<file path="src/rtl/gnss_ca_pkg.sv">
// Shared GPS C/A definitions: code length, G1/G2 feedback, PRN tap table and search FSM states.
package gnss_ca_pkg;

  localparam int unsigned CA_LEN = 1023;
  localparam int unsigned PH_W   = 10;
  localparam int unsigned SAT_W  = 6;
  localparam int unsigned TAP_W  = 4;

  // G2 tap pair (1-based stage numbers); 0/0 marks an invalid PRN
  typedef struct packed {
    logic [TAP_W-1:0] t1;
    logic [TAP_W-1:0] t2;
  } ca_taps_t;

  typedef enum logic [2:0] {IDLE, LOAD, INT, DRAIN, CMP, DONE} ca_state_t;

  // Stage 10 is bit 9; feedback enters stage 1
  function automatic logic [PH_W-1:0] g1_next(input logic [PH_W-1:0] g);
    return {g[8:0], g[2] ^ g[9]};
  endfunction

  function automatic logic [PH_W-1:0] g2_next(input logic [PH_W-1:0] g);
    return {g[8:0], g[1] ^ g[2] ^ g[5] ^ g[7] ^ g[8] ^ g[9]};
  endfunction

  function automatic ca_taps_t ca_taps(input logic [SAT_W-1:0] sat);
    ca_taps_t t;
    case (sat)
      6'd1:    t = {4'd2, 4'd6};
      6'd2:    t = {4'd3, 4'd7};
      6'd3:    t = {4'd4, 4'd8};
      6'd4:    t = {4'd5, 4'd9};
      6'd5:    t = {4'd1, 4'd9};
      6'd6:    t = {4'd2, 4'd10};
      6'd7:    t = {4'd1, 4'd8};
      6'd8:    t = {4'd2, 4'd9};
      6'd9:    t = {4'd3, 4'd10};
      6'd10:   t = {4'd2, 4'd3};
      6'd11:   t = {4'd3, 4'd4};
      6'd12:   t = {4'd5, 4'd6};
      6'd13:   t = {4'd6, 4'd7};
      6'd14:   t = {4'd7, 4'd8};
      6'd15:   t = {4'd8, 4'd9};
      6'd16:   t = {4'd9, 4'd10};
      6'd17:   t = {4'd1, 4'd4};
      6'd18:   t = {4'd2, 4'd5};
      6'd19:   t = {4'd3, 4'd6};
      6'd20:   t = {4'd4, 4'd7};
      6'd21:   t = {4'd5, 4'd8};
      6'd22:   t = {4'd6, 4'd9};
      6'd23:   t = {4'd1, 4'd3};
      6'd24:   t = {4'd4, 4'd6};
      6'd25:   t = {4'd5, 4'd7};
      6'd26:   t = {4'd6, 4'd8};
      6'd27:   t = {4'd7, 4'd9};
      6'd28:   t = {4'd8, 4'd10};
      6'd29:   t = {4'd1, 4'd6};
      6'd30:   t = {4'd2, 4'd7};
      6'd31:   t = {4'd3, 4'd8};
      6'd32:   t = {4'd4, 4'd9};
      default: t = '0;
    endcase
    return t;
  endfunction

endpackage

</file>
<file path="src/rtl/ca_chip_gen.sv">
// C/A chip generator: seedable G1/G2 pair with PRN tap select; chip output is registered
// so it lines up with a one-cycle-latency sample read issued in the same cycle.
module ca_chip_gen
  import gnss_ca_pkg::*;
(
  input  logic            clk,
  input  logic            rst_n,
  input  logic            load,
  input  logic [PH_W-1:0] g1_seed,
  input  logic [PH_W-1:0] g2_seed,
  input  logic            step,
  input  ca_taps_t        taps,
  output logic            chip_d
);

  logic [PH_W-1:0] g1;
  logic [PH_W-1:0] g2;
  logic            chip_c;

  assign chip_c = g1[9] ^ g2[taps.t1 - TAP_W'(1)] ^ g2[taps.t2 - TAP_W'(1)];

  always_ff @(posedge clk or negedge rst_n) begin
    if (!rst_n) begin
      g1     <= '0;
      g2     <= '0;
      chip_d <= 1'b0;
    end else if (load) begin
      g1 <= g1_seed;
      g2 <= g2_seed;
    end else if (step) begin
      g1     <= g1_next(g1);
      g2     <= g2_next(g2);
      chip_d <= chip_c;
    end
  end

endmodule

</file>
<file path="src/rtl/ca_phase_search_ctrl.sv">
// Serial C/A code-phase search: per candidate phase, fetch LFSR seeds, correlate 1023 chips
// against the sample RAM and keep the phase with the most agreements.
module ca_phase_search_ctrl
  import gnss_ca_pkg::*;
#(
  parameter int unsigned LFSR_LAT = 2,
  parameter int unsigned ACC_W    = 12
) (
  input  logic              clk,
  input  logic              rst,
  input  logic              start,
  input  logic              abort,
  input  logic [SAT_W-1:0]  sat,
  input  logic [PH_W-1:0]   phase_start,
  input  logic [PH_W-1:0]   phase_count,
  output logic [PH_W-1:0]   lfsr_phase,
  input  logic [PH_W-1:0]   lfsr_g1,
  input  logic [PH_W-1:0]   lfsr_g2,
  output logic [PH_W-1:0]   samp_addr,
  output logic              samp_rd,
  input  logic              samp_data,
  output logic              busy,
  output logic              done,
  output logic              err,
  output logic [PH_W-1:0]   best_phase,
  output logic [ACC_W-1:0]  best_corr
);

  localparam int unsigned       LAT_W   = (LFSR_LAT > 2) ? $clog2(LFSR_LAT) : 1;
  localparam logic [PH_W-1:0]   LAST_PH = PH_W'(CA_LEN - 1);
  localparam logic [ACC_W-1:0]  ACC_MAX = ACC_W'(CA_LEN);

  ca_state_t         state;
  logic [LAT_W-1:0]  lat_cnt;
  logic [PH_W-1:0]   remaining;
  logic [ACC_W-1:0]  acc;
  ca_taps_t          taps;

  ca_taps_t          sat_taps_c;
  logic [PH_W-1:0]   start_ph_c;
  logic [PH_W-1:0]   next_ph_c;
  logic              gen_load_c;
  logic              gen_step_c;
  logic              chip_d;
  logic              agree_c;
  logic [ACC_W-1:0]  acc_inc_c;

  assign sat_taps_c = ca_taps(sat);
  assign start_ph_c = (phase_start == PH_W'(CA_LEN)) ? '0 : phase_start;
  assign next_ph_c  = (lfsr_phase == LAST_PH) ? '0 : lfsr_phase + PH_W'(1);
  assign gen_load_c = (state == LOAD) && (lat_cnt == LAT_W'(LFSR_LAT - 1));
  assign gen_step_c = (state == INT);
  assign agree_c    = ~(samp_data ^ chip_d);
  // Saturating accumulate; 1023 is the ceiling for a full code period
  assign acc_inc_c  = (acc >= ACC_MAX) ? acc : acc + ACC_W'(agree_c);

  ca_chip_gen u_gen (
    .clk     (clk),
    .rst_n   (rst),
    .load    (gen_load_c),
    .g1_seed (lfsr_g1),
    .g2_seed (lfsr_g2),
    .step    (gen_step_c),
    .taps    (taps),
    .chip_d  (chip_d)
  );

  always_ff @(posedge clk or negedge rst) begin
    if (!rst) begin
      state      <= IDLE;
      lat_cnt    <= '0;
      remaining  <= '0;
      acc        <= '0;
      taps       <= '0;
      lfsr_phase <= '0;
      samp_addr  <= '0;
      samp_rd    <= 1'b0;
      busy       <= 1'b0;
      done       <= 1'b0;
      err        <= 1'b0;
      best_phase <= '0;
      best_corr  <= '0;
    end else begin
      done <= 1'b0;
      if (abort) begin
        state   <= IDLE;
        busy    <= 1'b0;
        samp_rd <= 1'b0;
      end else begin
        case (state)
          IDLE: begin
            if (start) begin
              busy <= 1'b1;
              if (sat_taps_c.t1 != '0) begin
                state      <= LOAD;
                lat_cnt    <= '0;
                taps       <= sat_taps_c;
                lfsr_phase <= start_ph_c;
                remaining  <= (phase_count == '0) ? PH_W'(CA_LEN) : phase_count;
                best_corr  <= '0;
                best_phase <= start_ph_c;
                err        <= 1'b0;
              end else begin
                // Invalid PRN: one pass through CMP with nothing to compare, then DONE
                state     <= CMP;
                acc       <= '0;
                remaining <= PH_W'(1);
                err       <= 1'b1;
              end
            end
          end
          LOAD: begin
            if (gen_load_c) begin
              state     <= INT;
              acc       <= '0;
              samp_addr <= '0;
              samp_rd   <= 1'b1;
            end else begin
              lat_cnt <= lat_cnt + LAT_W'(1);
            end
          end
          INT: begin
            // Read data for chip 0 arrives in the second INT cycle
            if (samp_addr != '0) acc <= acc_inc_c;
            if (samp_addr == LAST_PH) begin
              state   <= DRAIN;
              samp_rd <= 1'b0;
            end else begin
              samp_addr <= samp_addr + PH_W'(1);
            end
          end
          DRAIN: begin
            acc   <= acc_inc_c;
            state <= CMP;
          end
          CMP: begin
            if (acc > best_corr) begin
              best_corr  <= acc;
              best_phase <= lfsr_phase;
            end
            if (remaining <= PH_W'(1)) begin
              state <= DONE;
              busy  <= 1'b0;
              done  <= 1'b1;
            end else begin
              remaining  <= remaining - PH_W'(1);
              lfsr_phase <= next_ph_c;
              lat_cnt    <= '0;
              state      <= LOAD;
            end
          end
          DONE:    state <= IDLE;
          default: state <= IDLE;
        endcase
      end
    end
  end

endmodule

</file>
<file path="config.mk">
export PLATFORM = sky130hd
export DESIGN_NAME = ca_phase_search_ctrl
export DESIGN_NICKNAME = d
export VERILOG_FILES = /design/src/rtl/gnss_ca_pkg.sv /design/src/rtl/ca_chip_gen.sv /design/src/rtl/ca_phase_search_ctrl.sv
export SDC_FILE = /design/constraint.sdc
export NUM_CORES = 1
export LEC_CHECK = 0
export BUFFER_PORTS_ARGS = -buffer_cell sky130_fd_sc_hd__buf_2
export CAP_MARGIN = 20
export CORE_MARGIN = 1
export CORE_UTILIZATION = 40
export DETAILED_ROUTE_END_ITERATION = 6
export GPL_ROUTABILITY_DRIVEN = 0
export HOLD_SLACK_MARGIN = 0.06
export PLACE_DENSITY = 0.65
export SLEW_MARGIN = 20
export SYNTH_ARGS = -nofsm -noshare
export SYNTH_HDL_FRONTEND = slang
export SYNTH_SLANG_ARGS = --single-unit
</file>
<file path="constraint.sdc">
create_clock -name clk -period 5.8 [get_ports clk]
set_input_delay 1.16 -clock clk [delete_from_list [all_inputs] [get_ports clk]]
set_output_delay 1.16 -clock clk [all_outputs]
set_load 0.1 [all_outputs]
</file>
==> results of run 1 <==
==> registers in the layout (all words and copies together) (netlist names) <==
register,flops
err,1
taps,8
u_gen.g2,10
lfsr_phase,10
remaining,10
busy,1
best_phase,10
lat_cnt,1
samp_rd,1
u_gen.g1,10
acc,12
samp_addr,10
done,1
u_gen.chip_d,1
state,3
best_corr,12
==> layout make-up <==
cell class              count  area (um2)
inverters                  32       120.1
well taps                 184       230.2
clock inverters             5       106.4
multi-input cells         526        3368
flip-flops and latches    101        2527
repair buffers            103       535.5
fillers                  1403        7614
clock buffers              11       252.7
==> layout by cell type (no fill, tap or decap), drive strengths merged, types with 9 or more instances in the layout <==
cell type / instances
o21ai: 58
nor3: 14
a22oi: 21
o31ai: 11
mux2i: 14
xnor2: 10
ha: 28
clkbuf: 11
nor2: 62
mux2: 12
buf: 103
inv: 32
nand2: 109
nand3: 13
xor2: 16
a22o: 9
nand4: 16
dfrtp: 101
a21oi: 32
==> critical path: cells and delay by family <==
| kind | cells | cell delay, ns |
|---|---|---|
| buf+inv | 3 | 0.66 |
| mux | 2 | 0.53 |
| simple gates | 2 | 1.04 |
| fa+ha+maj | 1 | 0.26 |
| compound gates | 3 | 0.65 |
==> metal layers <==
layer  part of all wire  wire [um]  vias to the layer above  GRT usage
li1                   -          -                     2644          -
met3              0.065        961                       16    0.05777
met5                  0          0                        -          0
met1               0.44       6556                     2610     0.2485
met4              0.015        219                        0    0.05528
met2               0.48       7144                      176     0.3308
==> per-stage QoR <==
step / util / hold WS (ns) / cells / power (mW)
global route: 0.4840 / 0.5025 / 962 / 3.919
detailed placement: 0.4583 / 0.4646 / 946 / 2.959
finish: 0.4840 / 0.4792 / 962 / 3.673
CTS: 0.4826 / 0.4806 / 962 / 3.691
global placement: 0.4581 / 0.4589 / 946 / 2.909
floorplan: - / 0.4468 / 697 / 2.587
==> power groups by stage <==
stage / sequential [mW] / clock [mW] / combinational (mW)
after floorplan: 1.76 / 0 / 0.831
after global placement: 1.19 / 0 / 1.72
after detailed placement: 1.20 / 0 / 1.76
after CTS: 1.19 / 0.735 / 1.76
after global routing: 1.24 / 0.768 / 1.91
final: 1.20 / 0.715 / 1.76
==> cells by family after synthesis <==
family                     count (synthesis)  synth area share
and+or+nand+nor                          271            0.2086
AOI/OAI and AO/OA                        170            0.1769
DFF                                      101            0.4102
buffers and inverters                     70           0.04752
muxes                                     31           0.06296
adders and majority gates                 28           0.05686
xor gates and xnor gates                  26           0.03696
==> how the worst max path moves through the flow <==
stage | from | to | slack, ns
after global placement | sat[1] | best_phase[0] | 1.44
after global routing | sat[1] | best_phase[0] | 1.40
after floorplan | sat[0] | best_phase[1] | 2.53
after detailed placement | sat[1] | best_phase[0] | 1.35
final | sat[1] | best_phase[0] | 1.70
after CTS | sat[1] | best_phase[8] | 1.72
==> flow_summary.ini, run 1 <==
[global_route]
grt_use_total = 0.1980
grt_pass1_wl_um = 25480
grt_pass1_vias = 5329
overflow = 0
grt_max_degree = 57
antenna_found_initial = 0

[routing]
ant_nets = 0
vias = 5446
wl_per_cell_um = 15.47
drc = 0
drt_pass1_iterations = 7
drt_iter0_drc = 256
routed_via_density = 5.661
routed_wl_um = 14880

[timing]
min_period_ns = 4.099
relSlewSlack = 0.4641
skew_ns = 0.008823
period_share = 0.7067
hold_viol = 0
rsz0062_at_grt = false
setup-tns-final_ns = 0
worst_pin_slew_ns = 0.8009
fmax_mhz = 244.0
finalSetupViolations = 0
setup_slack_ns = 1.701
finalMaxSlewViolations = 0

[critical_path]
critical_path_class = in -> reg
worstPathRequired_ns = 6.04
ff2ff_setup_slack_ns = 3.01
crit_arrival_ns = 4.34
reg2reg_depth = 6
r2r-start = state[2]
end_kind = flip-flop
slowest_stage = or2_1
cp_slowest_stage_delay_ns = 0.60
worstSetupStartpointType = input pin
r2r-end = best_phase[0]
cp_max_fo = 22
cp_cell_sequence = buf_2 -> inv_1 -> ha_1 -> mux2i_1 -> a2bb2oi_1 -> o22ai_1 -> nor4b_4 -> or2_1 -> a21boi_2 -> buf_4 -> mux2_2

[power]
combPwrFrac = 0.480
ir_drop_mv = 0.2812
power_density_mw_per_mm2 = 514.4
p_seq_frac = 0.326
switchingPower_mw = 1.772
internal_power_mw = 1.901
leakagePower_nw = 3.420
pwr-share-clk = 0.195
swShare = 0.4825

[clocking]
cts_buffers = 9
cts_sinks = 101
root_buffer = clkbuf_16
post_cts_buffers = 0
clockBufferDepth = 2
h-tree-depth = 3
cts.hold.buffers_added = 0
clk_latency_ns = 0.35
clk_pin_slew_ns = 0.07
cts_tree = yes
cts-resized-gates = 0

[synth]
yosysTopAreaCellShare = 0.4102
syn_area_mm2 = 0.006161
synth_top_cell_by_area = dfrtp_1
synth_cell_type_count = 64
netlist_instances = 697
ys_warn_count = 0
synthArstFlopShare = 1.000
ys_seq_area_frac = 0.4102
ys_ff_latch = 101
synth-main-ff-cell = dfrtp_1
synth_common_cells = nand2_1, dfrtp_1, nor2_1, o21ai_0, inv_1
synth_nets = 776
synth.avg_cell_area_um2 = 8.839
yosysMostFrequentCell = nand2_1
synthTopCellsByArea = dfrtp_1, nand2_1, ha_1
synth_edf_count = 0

[die]
start_util = 0.4176
io_pins = 97
fp.dieH_um = 126.1
fp.coreArea_mm2 = 0.01475
die_w_um = 126.1
rows = 44
fp.dieArea_mm2 = 0.01590

[placement]
place_ws_ns = 1.352
hpwl_um = 10660
port_buffers = 96
place_area_mm2 = 0.006761

[min_path]
min_to = u_gen.g1[7]
hold_start = u_gen.g1[7]
hold_class = reg -> reg
whs_path_depth = 2

[cells_and_area]
drive_gt1_frac = 0.1787
synthToLayoutAreaGrowth_pct = 15.90
fin_area_mm2 = 0.007141
layout.nets = 852
diodes = 0

[outcome]
status = completed

[run]
cap_violations = 0
No activity file was read; power rests on OpenSTA's default activity.
==> run 2: changes to the inputs <==
ABC_AREA = 1   (was not set)
PLACE_DENSITY = 0.64   (was 0.65)
clock period = 4.1 ns   (was 5.8 ns; I/O delays follow)
==> flow_summary.ini, run 2 <==
[outcome]
status = completed

[placement]
hpwl_um = 11940
place_ws_ns = 1.095
place_area_mm2 = 0.007420
port_buffers = 96

[synth]
synth_common_cells = nand2_1, inv_1, dfrtp_1, nand3_1, nor2_1
synth_nets = 1044
synth-main-ff-cell = dfrtp_1
ys_seq_area_frac = 0.3717
synthTopCellsByArea = dfrtp_1, nand2_1, nand3_1
yosys-mux-area-fraction = 0
synth_edf_count = 0
synth_top_cell_by_area = dfrtp_1
ys_warn_count = 0
yosysMostFrequentCell = nand2_1
yosys.area_share.simple = 0.3357
synthArstFlopShare = 1.000
synth_cell_type_count = 44
synth_top_family_by_area = simple AND/OR/NAND/NOR gates
synthAdderAreaFrac = 0.05153
synth.avg_cell_area_um2 = 7.046
yosysTopAreaCellShare = 0.3717
synth_compound_area_frac = 0.1255
ys_ff_latch = 101
synth_xor_area_frac = 0.02190
syn_area_mm2 = 0.006799
netlist_instances = 965

[power]
ir_drop_mv = 0.4778
power_density_mw_per_mm2 = 698.9
leakagePower_nw = 3.925

[timing]
finalSetupViolations = 0
finalMaxSlewViolations = 0
setup_slack_ns = 1.432
worst_pin_slew_ns = 0.9345
min_period_ns = 2.668
hold_viol = 0
relSlewSlack = 0.3770
skew_ns = 0.01049
rsz0062_at_grt = false
period_share = 0.6506
fmax_mhz = 374.9
setup-tns-final_ns = 0

[global_route]
grt_use_total = 0.1953
grt_pass1_wl_um = 28200
grt_max_degree = 73
antenna_found_initial = 1
grt_pass1_vias = 5883
overflow = 0

[die]
io_pins = 97
rows = 47
fp.coreArea_mm2 = 0.01658
start_util = 0.4100
fp.dieArea_mm2 = 0.01752
fp.dieH_um = 132.4
die_w_um = 132.4

[run]
cap_violations = 0

[cells_and_area]
reg.largest.list = acc: 12 flops, best_corr: 12 flops
drive_gt1_frac = 0.1408
fill_cells = 1728
fin_area_mm2 = 0.007711
fin_util = 0.4650
final_cell_mix = nand2_1, inv_1, dfrtp_1
diodes = 0
final_common_cell = nand2_1
layout.nets = 1125
synthToLayoutAreaGrowth_pct = 13.42

[clocking]
cts_buffers = 9
h-tree-depth = 3
clockBufferDepth = 2
cts_sinks = 101
root_buffer = clkbuf_16
cts.hold.buffers_added = 0
cts-resized-gates = 0
post_cts_buffers = 0
clk_pin_slew_ns = 0.07
clk_latency_ns = 0.35
cts_tree = yes

[routing]
vias = 6377
routed_wl_um = 16290
drt_pass1_iterations = 4
drt_iter0_drc = 386
wl_per_cell_um = 12.82
drc = 0
ant_nets = 0
routed_via_density = 5.017

[critical_path]
startpoint = acc[7]
worstSetupStartpointType = flip-flop
cp_max_fo = 22
end_kind = flip-flop
crit_arrival_ns = 2.91
ff2ff_setup_slack_ns = 1.43
critical_path_class = reg -> reg
worstPathRequired_ns = 4.34
r2r-start = acc[7]

[min_path]
hold_start = best_phase[9]
hold_class = reg -> reg
[run 2: logic make-up after synthesis]
group | count (synthesis)
simple gates | 524
compound gates | 142
xor+xnor | 17
fa+ha+maj | 28
buf+inv | 153
flops | 101
[run 2: final cells by class]
cell class,instances,area (um2),area share
clock buffer,10,229.0,0.02969
tap,220,275.3,0.03570
clock inverter,6,62.56,0.008113
multi-input combinational,711,3635,0.4714
timing repair buffer,102,528.0,0.06847
sequential,101,2527,0.3278
inverter,121,454.2,0.05890
[run 2: stage by stage]
| stage | total power, mW | instances | hold slack (ns) |
|---|---|---|---|
| floorplan | 4.022 | 965 | 0.4415 |
| CTS | 5.432 | 1271 | 0.4750 |
| global route | 5.823 | 1271 | 0.4989 |
| global placement | 4.524 | 1255 | 0.4531 |
| detailed placement | 4.561 | 1255 | 0.4590 |
| finish | 5.390 | 1271 | 0.4746 |
[run 2: final timing paths]
kind	to	cells past startpoint
min in group asynchronous	lfsr_phase[4]	1
setup reg to reg	best_phase[2]	11
max in group asynchronous	acc[9]	2
setup / recovery	best_phase[2]	11
hold reg to reg	best_phase[9]	2
hold / removal	best_phase[9]	2
[run 2: where the power goes]
group | switching, mW | internal [mW]
Combinational | 2.16 | 0.730
Clock | 0.387 | 0.474
Sequential | 0.312 | 1.33
[run 2: routing by layer]
layer | vias to the layer above | wire (um) | global-route usage
li1 | 3311 | - | -
met1 | 2930 | 7873 | 0.2642
met2 | 127 | 7548 | 0.3199
met3 | 7 | 766 | 0.04652
met4 | 2 | 89 | 0.03448
met5 | - | 10 | 0
[run 2: critical path, cell delays in order, from the launching register on]
cell and delay, ns:
dfrtp_1 0.46, ha_1 0.33, nand2_1 0.07, nor2_1 0.13
and2_1 0.18, nand2_1 0.06, nand3_1 0.07, nand2_1 0.08
a21oi_2 0.69, nand2_4 0.29, nand2_1 0.14, nand2_1 0.06
